### src/rtl/pi_speed_ctrl.sv
// pi_speed_ctrl: fixed-point PI speed controller for the PWM stage.
// A measurement strobe starts a four-cycle update. The cycles are error,
// multiply/accumulate, sum/shift and output clamp. The result is a
// saturated 11-bit duty count. pwm_count only moves at the output step,
// on reset, or while the controller is disabled.
module pi_speed_ctrl #(
  parameter int SHIFT   = 6,
  parameter int I_LIM   = 1048575,
  parameter int PWM_MAX = 2047
) (
  input  logic        clk,
  input  logic        rst,
  input  logic        enable,
  input  logic [11:0] setpoint,
  input  logic [11:0] meas,
  input  logic        meas_valid,
  input  logic [7:0]  kp,
  input  logic [7:0]  ki,
  output logic [10:0] pwm_count,
  output logic        busy,
  output logic        done
);

  typedef enum logic [2:0] {
    IDLE = 3'd0,
    ERR  = 3'd1,
    MAC  = 3'd2,
    SUM  = 3'd3,
    OUT  = 3'd4
  } state_t;

  // Clamp limits, widened to the 25-bit working width.
  localparam logic signed [24:0] I_LIM_POS = 25'(I_LIM);
  localparam logic signed [24:0] I_LIM_NEG = -I_LIM_POS;
  localparam logic signed [24:0] PWM_MAX_S = 25'(PWM_MAX);
  localparam logic        [10:0] PWM_MAX_U = 11'(PWM_MAX);

  state_t             state_reg;

  // Operands captured at the strobe and held for the whole update.
  logic [11:0]        sp_reg;
  logic [11:0]        meas_reg;
  logic [7:0]         kp_reg;
  logic [7:0]         ki_reg;

  // Pipeline of intermediate results, one register per step.
  logic signed [12:0] err_reg;
  logic signed [20:0] p_reg;
  logic signed [23:0] i_acc_reg;
  logic signed [24:0] u_reg;

  // Combinational next values for each step.
  logic signed [12:0] err_next;
  logic signed [21:0] kp_ext;
  logic signed [21:0] ki_ext;
  logic signed [21:0] err_ext;
  logic signed [21:0] p_full;
  logic signed [21:0] ki_full;
  logic signed [24:0] i_sum;
  logic signed [24:0] i_next;
  logic signed [24:0] u_next;
  logic [10:0]        pwm_next;

  // Datapath arithmetic. Each value is only consumed in its own FSM state.
  always_comb begin
    err_next = $signed({1'b0, sp_reg}) - $signed({1'b0, meas_reg});

    // Gains are unsigned, so they are zero-extended before the signed
    // multiplies. Both products fit within +/-1044225.
    kp_ext  = $signed({14'd0, kp_reg});
    ki_ext  = $signed({14'd0, ki_reg});
    err_ext = 22'(err_reg);
    p_full  = kp_ext * err_ext;
    ki_full = ki_ext * err_ext;

    // Anti-windup: the accumulator never leaves +/-I_LIM.
    i_sum = 25'(i_acc_reg) + 25'(ki_full);
    if (i_sum > I_LIM_POS) begin
      i_next = I_LIM_POS;
    end else if (i_sum < I_LIM_NEG) begin
      i_next = I_LIM_NEG;
    end else begin
      i_next = i_sum;
    end

    // Arithmetic shift floors toward -infinity. This uses the updated i_acc.
    u_next = (25'(p_reg) + 25'(i_acc_reg)) >>> SHIFT;

    // Saturate to the PWM range; negative demand means zero duty.
    if (u_reg < 25'sd0) begin
      pwm_next = 11'd0;
    end else if (u_reg > PWM_MAX_S) begin
      pwm_next = PWM_MAX_U;
    end else begin
      pwm_next = u_reg[10:0];
    end
  end

  // Control FSM and all state. Disable has priority over any update in flight.
  always_ff @(posedge clk or posedge rst) begin
    if (rst) begin
      state_reg <= IDLE;
      sp_reg    <= '0;
      meas_reg  <= '0;
      kp_reg    <= '0;
      ki_reg    <= '0;
      err_reg   <= '0;
      p_reg     <= '0;
      i_acc_reg <= '0;
      u_reg     <= '0;
      pwm_count <= '0;
      busy      <= 1'b0;
      done      <= 1'b0;
    end else if (!enable) begin
      state_reg <= IDLE;
      i_acc_reg <= '0;
      pwm_count <= '0;
      busy      <= 1'b0;
      done      <= 1'b0;
    end else begin
      done <= 1'b0;
      case (state_reg)
        IDLE: begin
          if (meas_valid) begin
            sp_reg    <= setpoint;
            meas_reg  <= meas;
            kp_reg    <= kp;
            ki_reg    <= ki;
            busy      <= 1'b1;
            state_reg <= ERR;
          end
        end
        ERR: begin
          err_reg   <= err_next;
          state_reg <= MAC;
        end
        MAC: begin
          p_reg     <= p_full[20:0];
          i_acc_reg <= i_next[23:0];
          state_reg <= SUM;
        end
        SUM: begin
          u_reg     <= u_next;
          state_reg <= OUT;
        end
        OUT: begin
          pwm_count <= pwm_next;
          done      <= 1'b1;
          busy      <= 1'b0;
          state_reg <= IDLE;
        end
        default: begin
          busy      <= 1'b0;
          state_reg <= IDLE;
        end
      endcase
    end
  end

endmodule
### config.mk
export PLATFORM = sky130hd
export DESIGN_NAME = pi_speed_ctrl
export DESIGN_NICKNAME = d
export VERILOG_FILES = /design/src/rtl/pi_speed_ctrl.sv
export SDC_FILE = /design/constraint.sdc
export NUM_CORES = 1
export LEC_CHECK = 0
export ABC_AREA = 1
export CAP_MARGIN = 20
export CORE_MARGIN = 10
export CORE_UTILIZATION = 60
export CTS_CLUSTER_DIAMETER = 30
export DETAILED_ROUTE_END_ITERATION = 12
export PLACE_DENSITY_LB_ADDON = 0.25
export SLEW_MARGIN = 20
export SYNTH_ARGS = -nofsm -noshare
export SYNTH_HDL_FRONTEND = slang
export SYNTH_SLANG_ARGS = --single-unit
### constraint.sdc
create_clock -name clk -period 6.3 [get_ports clk]
set_input_delay 1.89 -clock clk [delete_from_list [all_inputs] [get_ports clk]]
set_output_delay 1.89 -clock clk [all_outputs]
set_load 0.005 [all_outputs]
== Word-level counts from Yosys, hierarchy flattened ==
Index checks and enable logic that the tools add are counted.

* Register bits: 133
* Input port bits: 44
* Output and inout port bits: 13

* Add/sub/neg operators: 3
* $mul: 2
* Order comparisons: 4
* Equality and inequality tests: 8
* Multiplexer cells: 16
* Reduce and logical (&&, ||, !) cells: 7

{| class="wikitable"
|+ Operators with widths
! kind !! count
|-
| $mux W24 || 4
|-
| $mux W11 || 4
|-
| $add A21 B24 Y25 || 1
|-
| $add A24 B22 Y25 || 1
|-
| $gt A25 B21 Y1 const B || 1
|-
| $lt A25 B21 Y1 const B || 1
|-
| $mul A9 B13 Y22 || 1
|-
| $mul A9 B13 Y21 || 1
|-
| $gt A19 B12 Y1 const B || 1
|-
| $lt A19 B1 Y1 const B || 1
|-
| $sub A12 B12 Y13 || 1
|-
| $pmux W3 S4 || 1
|-
| $reduce_and A2 Y1 || 4
|-
| $eq A3 B2 Y1 const B || 2
|-
| $mux W3 || 2
|-
| $mux W1 || 4
|-
| $ne A2 B1 Y1 const B || 2
|-
| $eq A3 B1 Y1 const B || 1
|-
| $eq A3 B3 Y1 const B || 1
|-
| $logic_not A3 Y1 || 1
|-
| $ne A3 B3 Y1 const B || 1
|-
| $reduce_and A3 Y1 || 1
|-
| $reduce_or A3 Y1 || 1
|-
| $ne A2 B2 Y1 const B || 1
|-
| $pmux W1 S2 || 1
|}

== Longest topological paths before layout ==
Gate-level depths: netlist of run 1.

* Depth in word-level cells: 7
* Gate-level depth with buffers: 32

== Worst setup path after synthesis of run 1 ==
OpenSTA, ideal clock, no wires.

* Path type: reg2reg
* Start point: register err_reg[12]
* End point: register i_acc_reg[10]
* Arrival: 5289 ps
* Data required time: 6182 ps
* Setup slack: 893 ps
* Cell stages (with the launch flop): 29
* Path buffers: 3
* Path through: dfrtp_1 clkbuf_1 clkbuf_1 nand2_1 inv_1 fa_1 inv_1 fa_1 inv_1 fa_1 fa_1 inv_1 fa_1 inv_1 ha_1 nand2_1 inv_1 nand2_1 nand3_1 a21oi_1 nand3_2 nand2_1 nand2_1 nand3b_2 nand3_4 buf_8 o21ai_1 inv_1 nand2_1

* Word-level cells in the longest chain between the ends: 7
* Elaborated cells on any way between the ends: 8

{| class="wikitable"
|+ RTL lines
! element !! RTL line !! RTL
|-
| start, declared || 47 || <nowiki>logic signed [12:0] err_reg;</nowiki>
|-
| start signal, assigned || 134 || <nowiki>err_reg <= err_next;</nowiki>
|-
| $mul A9 B13 Y22 * || 74 || <nowiki>ki_full = ki_ext * err_ext;</nowiki>
|-
| $add A24 B22 Y25 * || 77 || <nowiki>i_sum = 25'(i_acc_reg) + 25'(ki_full);</nowiki>
|-
| $lt A25 B21 Y1 || 80 || <nowiki>end else if (i_sum < I_LIM_NEG) begin</nowiki>
|-
| $mux W24 || 80 ||
|-
| $mux W24 * || 78 || <nowiki>if (i_sum > I_LIM_POS) begin</nowiki>
|-
| $mux W24 * || 122 || <nowiki>case (state_reg)</nowiki>
|-
| $mux W24 * || 114 || <nowiki>end else if (!enable) begin</nowiki>
|-
| end signal, assigned || 139 || <nowiki>i_acc_reg <= i_next[23:0];</nowiki>
|-
| end, declared || 49 || <nowiki>logic signed [23:0] i_acc_reg;</nowiki>
|}

Every way passes the cells marked *; elsewhere a longest branch is shown, timed or not. The select of a mux whose other input is x is not followed.
A chain may end at the register's enable or synchronous reset.

== Worst setup path after layout of run 1 ==
* Start point: register ki_reg[1]
* End point: register i_acc_reg[8]

* Word-level cells in the longest chain between the ends: 7
* Elaborated cells on any way between the ends: 8

{| class="wikitable"
|+ RTL lines
! element !! RTL line !! RTL
|-
| start, declared || 44 || <nowiki>logic [7:0] ki_reg;</nowiki>
|-
| start signal, assigned || 128 || <nowiki>ki_reg <= ki;</nowiki>
|-
| $mul A9 B13 Y22 * || 74 ||
|-
| $add A24 B22 Y25 * || 77 ||
|-
| $lt A25 B21 Y1 || 80 ||
|-
| $mux W24 || 80 ||
|-
| $mux W24 * || 78 ||
|-
| $mux W24 * || 122 ||
|-
| $mux W24 * || 114 ||
|}

Marks and branches as above.

==> reports/qor.txt, run 1 <==
CP Data Arrival Time: 6.20 ns
status: complete, no violations
routed length per instance: 15.8 µm
Clk Latency, worst-skew pair: 0.43 ns
Crit Path Category: reg -> reg
setup slack, reg-to-reg: 0.41 ns
floorplan core area: 26,200 µm²
RePlAce Congestion: 0.955
Total GRT Usage: 24.2%
Hold Vio Cnt, Final: 0
fillers: 2,218
Mapped Cells: 2,122
vias per inst: 5.26
synth unique cells: 48
die area: 33,800 µm²
TritonCTS Buffers: 17
most common cell after layout, fill and taps aside: nand2_1
Ports: 57
hold crit path type: reg -> reg
layout cell share with drive strength beyond 1: 5.88%
Post-Syn Area per Cell: 7.59 µm²
Max FO, Critical Path: 20
row cnt: 59
# DRC: 0
hold path depth: 2
Iter 0 DRT Violations: 1,095
met2 wire length: 18,400 µm
postcts setup bufs: 0
antenna cell count: 0
max reg flops: 24
slowest stage delay, CP: 0.58 ns
clock root buffer: clkbuf_16
CP Launch Type: flop
setup tns final: 0 ns
Metal-1 WL: 17,900 µm
RSZ-0062 raised after global routing: no
Worst EP required: 6.61 ns
first-pass GRT wire length: 66,200 µm
Worst-path clk slew: 0.07 ns
CP max stage cell: fa_1
via count: 13.1k
largest net degree at the start of global routing: 134
Mapped Area: 16,100 µm²
most frequent cell on the critical path: inv_1
total routed wirelength: 39,400 µm
post-synthesis sequential area ratio: 20.7%
initial antenna violation count: 0
clock buffer depth: 2
Synth Register Bits: 133
Syn Nets: 2,486
vias in the first global route: 13.2k
TritonRoute pass-1 iters: 7
Layout Skew: 0.0157 ns
H-Tree Depth: 4
Die Y-Extent: 184 µm
max_slew headroom: 46.1%
grt ovf: 0
hold buffer count at CTS: 0
max_cap viols: 0
Peak Freq: 0.170 GHz
Antenna Violating Nets Remaining: 0
final core utilization: 67.1%
Top Metal Used: met4
YS warnings: 0
die width: 184 µm
path depth of the worst reg2reg path: 25
# setup viols final: 0
fin crit period: 5.89 ns
CTS Sinks: 133
dpl hpwl: 32,200 µm
Slew Limit Fails: 0
share of the clock period used by the worst path: 93.5%
area growth from synthesis to layout: 9.20%
port bufs: 56
Nets: 2,512
Worst Max-Slew Pin Slew: 0.803 ns
Initial Util: 61.5%
most frequent cells in the layout: 562 x nand2_1, 536 x inv_1, 190 x fa_1, 131 x dfrtp_1, 130 x ha_1
clock tree from TritonCTS: built
DR WL met3: 2400 µm
Setup crit end kind: flop
-- layer usage --
layer,global-route usage [%],vias up
met5,0,-
met4,6.46,0
met3,3.52,64
met2,39.5,445
met1,33.0,6226
li1,-,6399
-- cell type report --
cell class	instances	area, µm²	share of cell area (%)
clock buffer	17	425	2.42
clock inverter	15	203	1.15
tap	335	419	2.38
sequential	133	3330	18.9
timing repair buffer	74	708	4.03
multi-input combinational	1384	10500	59.6
inverter	538	2020	11.5
-- cells by family after synthesis --
kind of cell	after synthesis	synth area share, %
compound gates	192	6.61
xor+xnor	24	1.30
fa+ha+maj	320	33.7
buf+inv	605	14.3
flops	133	20.7
mux	27	1.89
simple gates	821	21.5
-- critical path: cells and delay by family, from the launching register on --
| kind | cells | cell delay (ns) |
|---|---|---|
| adder cells (fa/ha/maj) | 6 | 3.02 |
| buffers and inverters | 6 | 0.47 |
| AO/OA/AOI/OAI | 1 | 0.21 |
| flip-flops | 1 | 0.55 |
| AND/OR/NAND/NOR | 12 | 1.49 |
-- stage by stage --
stage                     cell area [µm²]  setup WS (ns)  cells  hold slack (ns)
after floorplan                     16100          0.856   2122            0.444
after global placement              17000          0.322   2464            0.461
after detailed placement            17000          0.286   2464            0.467
after CTS                           17600          0.247   2496            0.487
after global routing                17600         0.0133   2496            0.509
final                               17600          0.411   2496            0.483
-- repair_timing --
| item | CTS | global route |
|---|---|---|
| setup endpoints to repair | 0 | 20 |
| hold endpoints to repair | 0 | 0 |
| resized for setup | 0 | 3 |
-- path summary, 6_finish.rpt --
kind,start,endpoint
setup / recovery,ki_reg[1],i_acc_reg[8]
hold / removal,u_reg[12],u_reg[12]
setup reg to reg,ki_reg[1],i_acc_reg[8]
hold reg to reg,u_reg[12],u_reg[12]
max in group asynchronous,rst,ki_reg[0]
min in group asynchronous,rst,pwm_count[8]
-- synth_stat cells, drive strengths merged --
cell type	count	area [µm²]
a211oi	1	7.51
a21boi	2	15.0
a21o	3	22.5
a21oi	73	373
a221oi	1	8.76
a22o	1	8.76
a31o	1	8.76
a31oi	13	81.3
and2	3	18.8
buf	5	56.3
clkbuf	62	233
dfrtp	133	3330
fa	190	3800
ha	130	1630
inv	538	2020
mux2	27	304
nand2	573	2180
nand3	92	495
nand3b	15	116
nand4	12	75.1
nor2	95	379
nor3	13	75.1
nor3b	3	22.5
o2111ai	1	8.76
o211ai	1	7.51
o21a	4	30.0
o21ai	80	408
o21bai	7	52.6
o221ai	2	17.5
o31ai	2	15.0
or2	15	96.3
xnor2	13	114
xor2	11	96.3
Power of run 1 is not shown: default switching activity piles up to over one toggle a cycle in this logic, so the estimate is an artifact.
==> inputs of run 2 (changes only) <==
--- a/config.mk
+++ b/config.mk
@@ -6,6 +6,7 @@
 export NUM_CORES = 1
 export LEC_CHECK = 0
 export ABC_AREA = 1
+export ABC_CLOCK_PERIOD_IN_PS = 6300
 export CAP_MARGIN = 20
 export CORE_MARGIN = 10
 export CORE_UTILIZATION = 60
==> results of run 2 <==
Same layout as run 1: the final DEF is identical, and so are final timing and power.
Power of run 2 is left out for the same reason.
==> inputs of run 3 (changes only) <==
--- a/config.mk
+++ b/config.mk
@@ -10,8 +10,10 @@
 export CAP_MARGIN = 20
 export CORE_MARGIN = 10
 export CORE_UTILIZATION = 60
+export CTS_BUF_LIST = sky130_fd_sc_hd__clkbuf_16
 export CTS_CLUSTER_DIAMETER = 30
 export DETAILED_ROUTE_END_ITERATION = 12
+export HOLD_SLACK_MARGIN = 0.08
 export PLACE_DENSITY_LB_ADDON = 0.25
 export SLEW_MARGIN = 20
 export SYNTH_ARGS = -nofsm -noshare
==> results of run 3 <==
Same layout as run 1: the final DEF is identical, and so are final timing and power.
Power of run 3 is left out for the same reason.
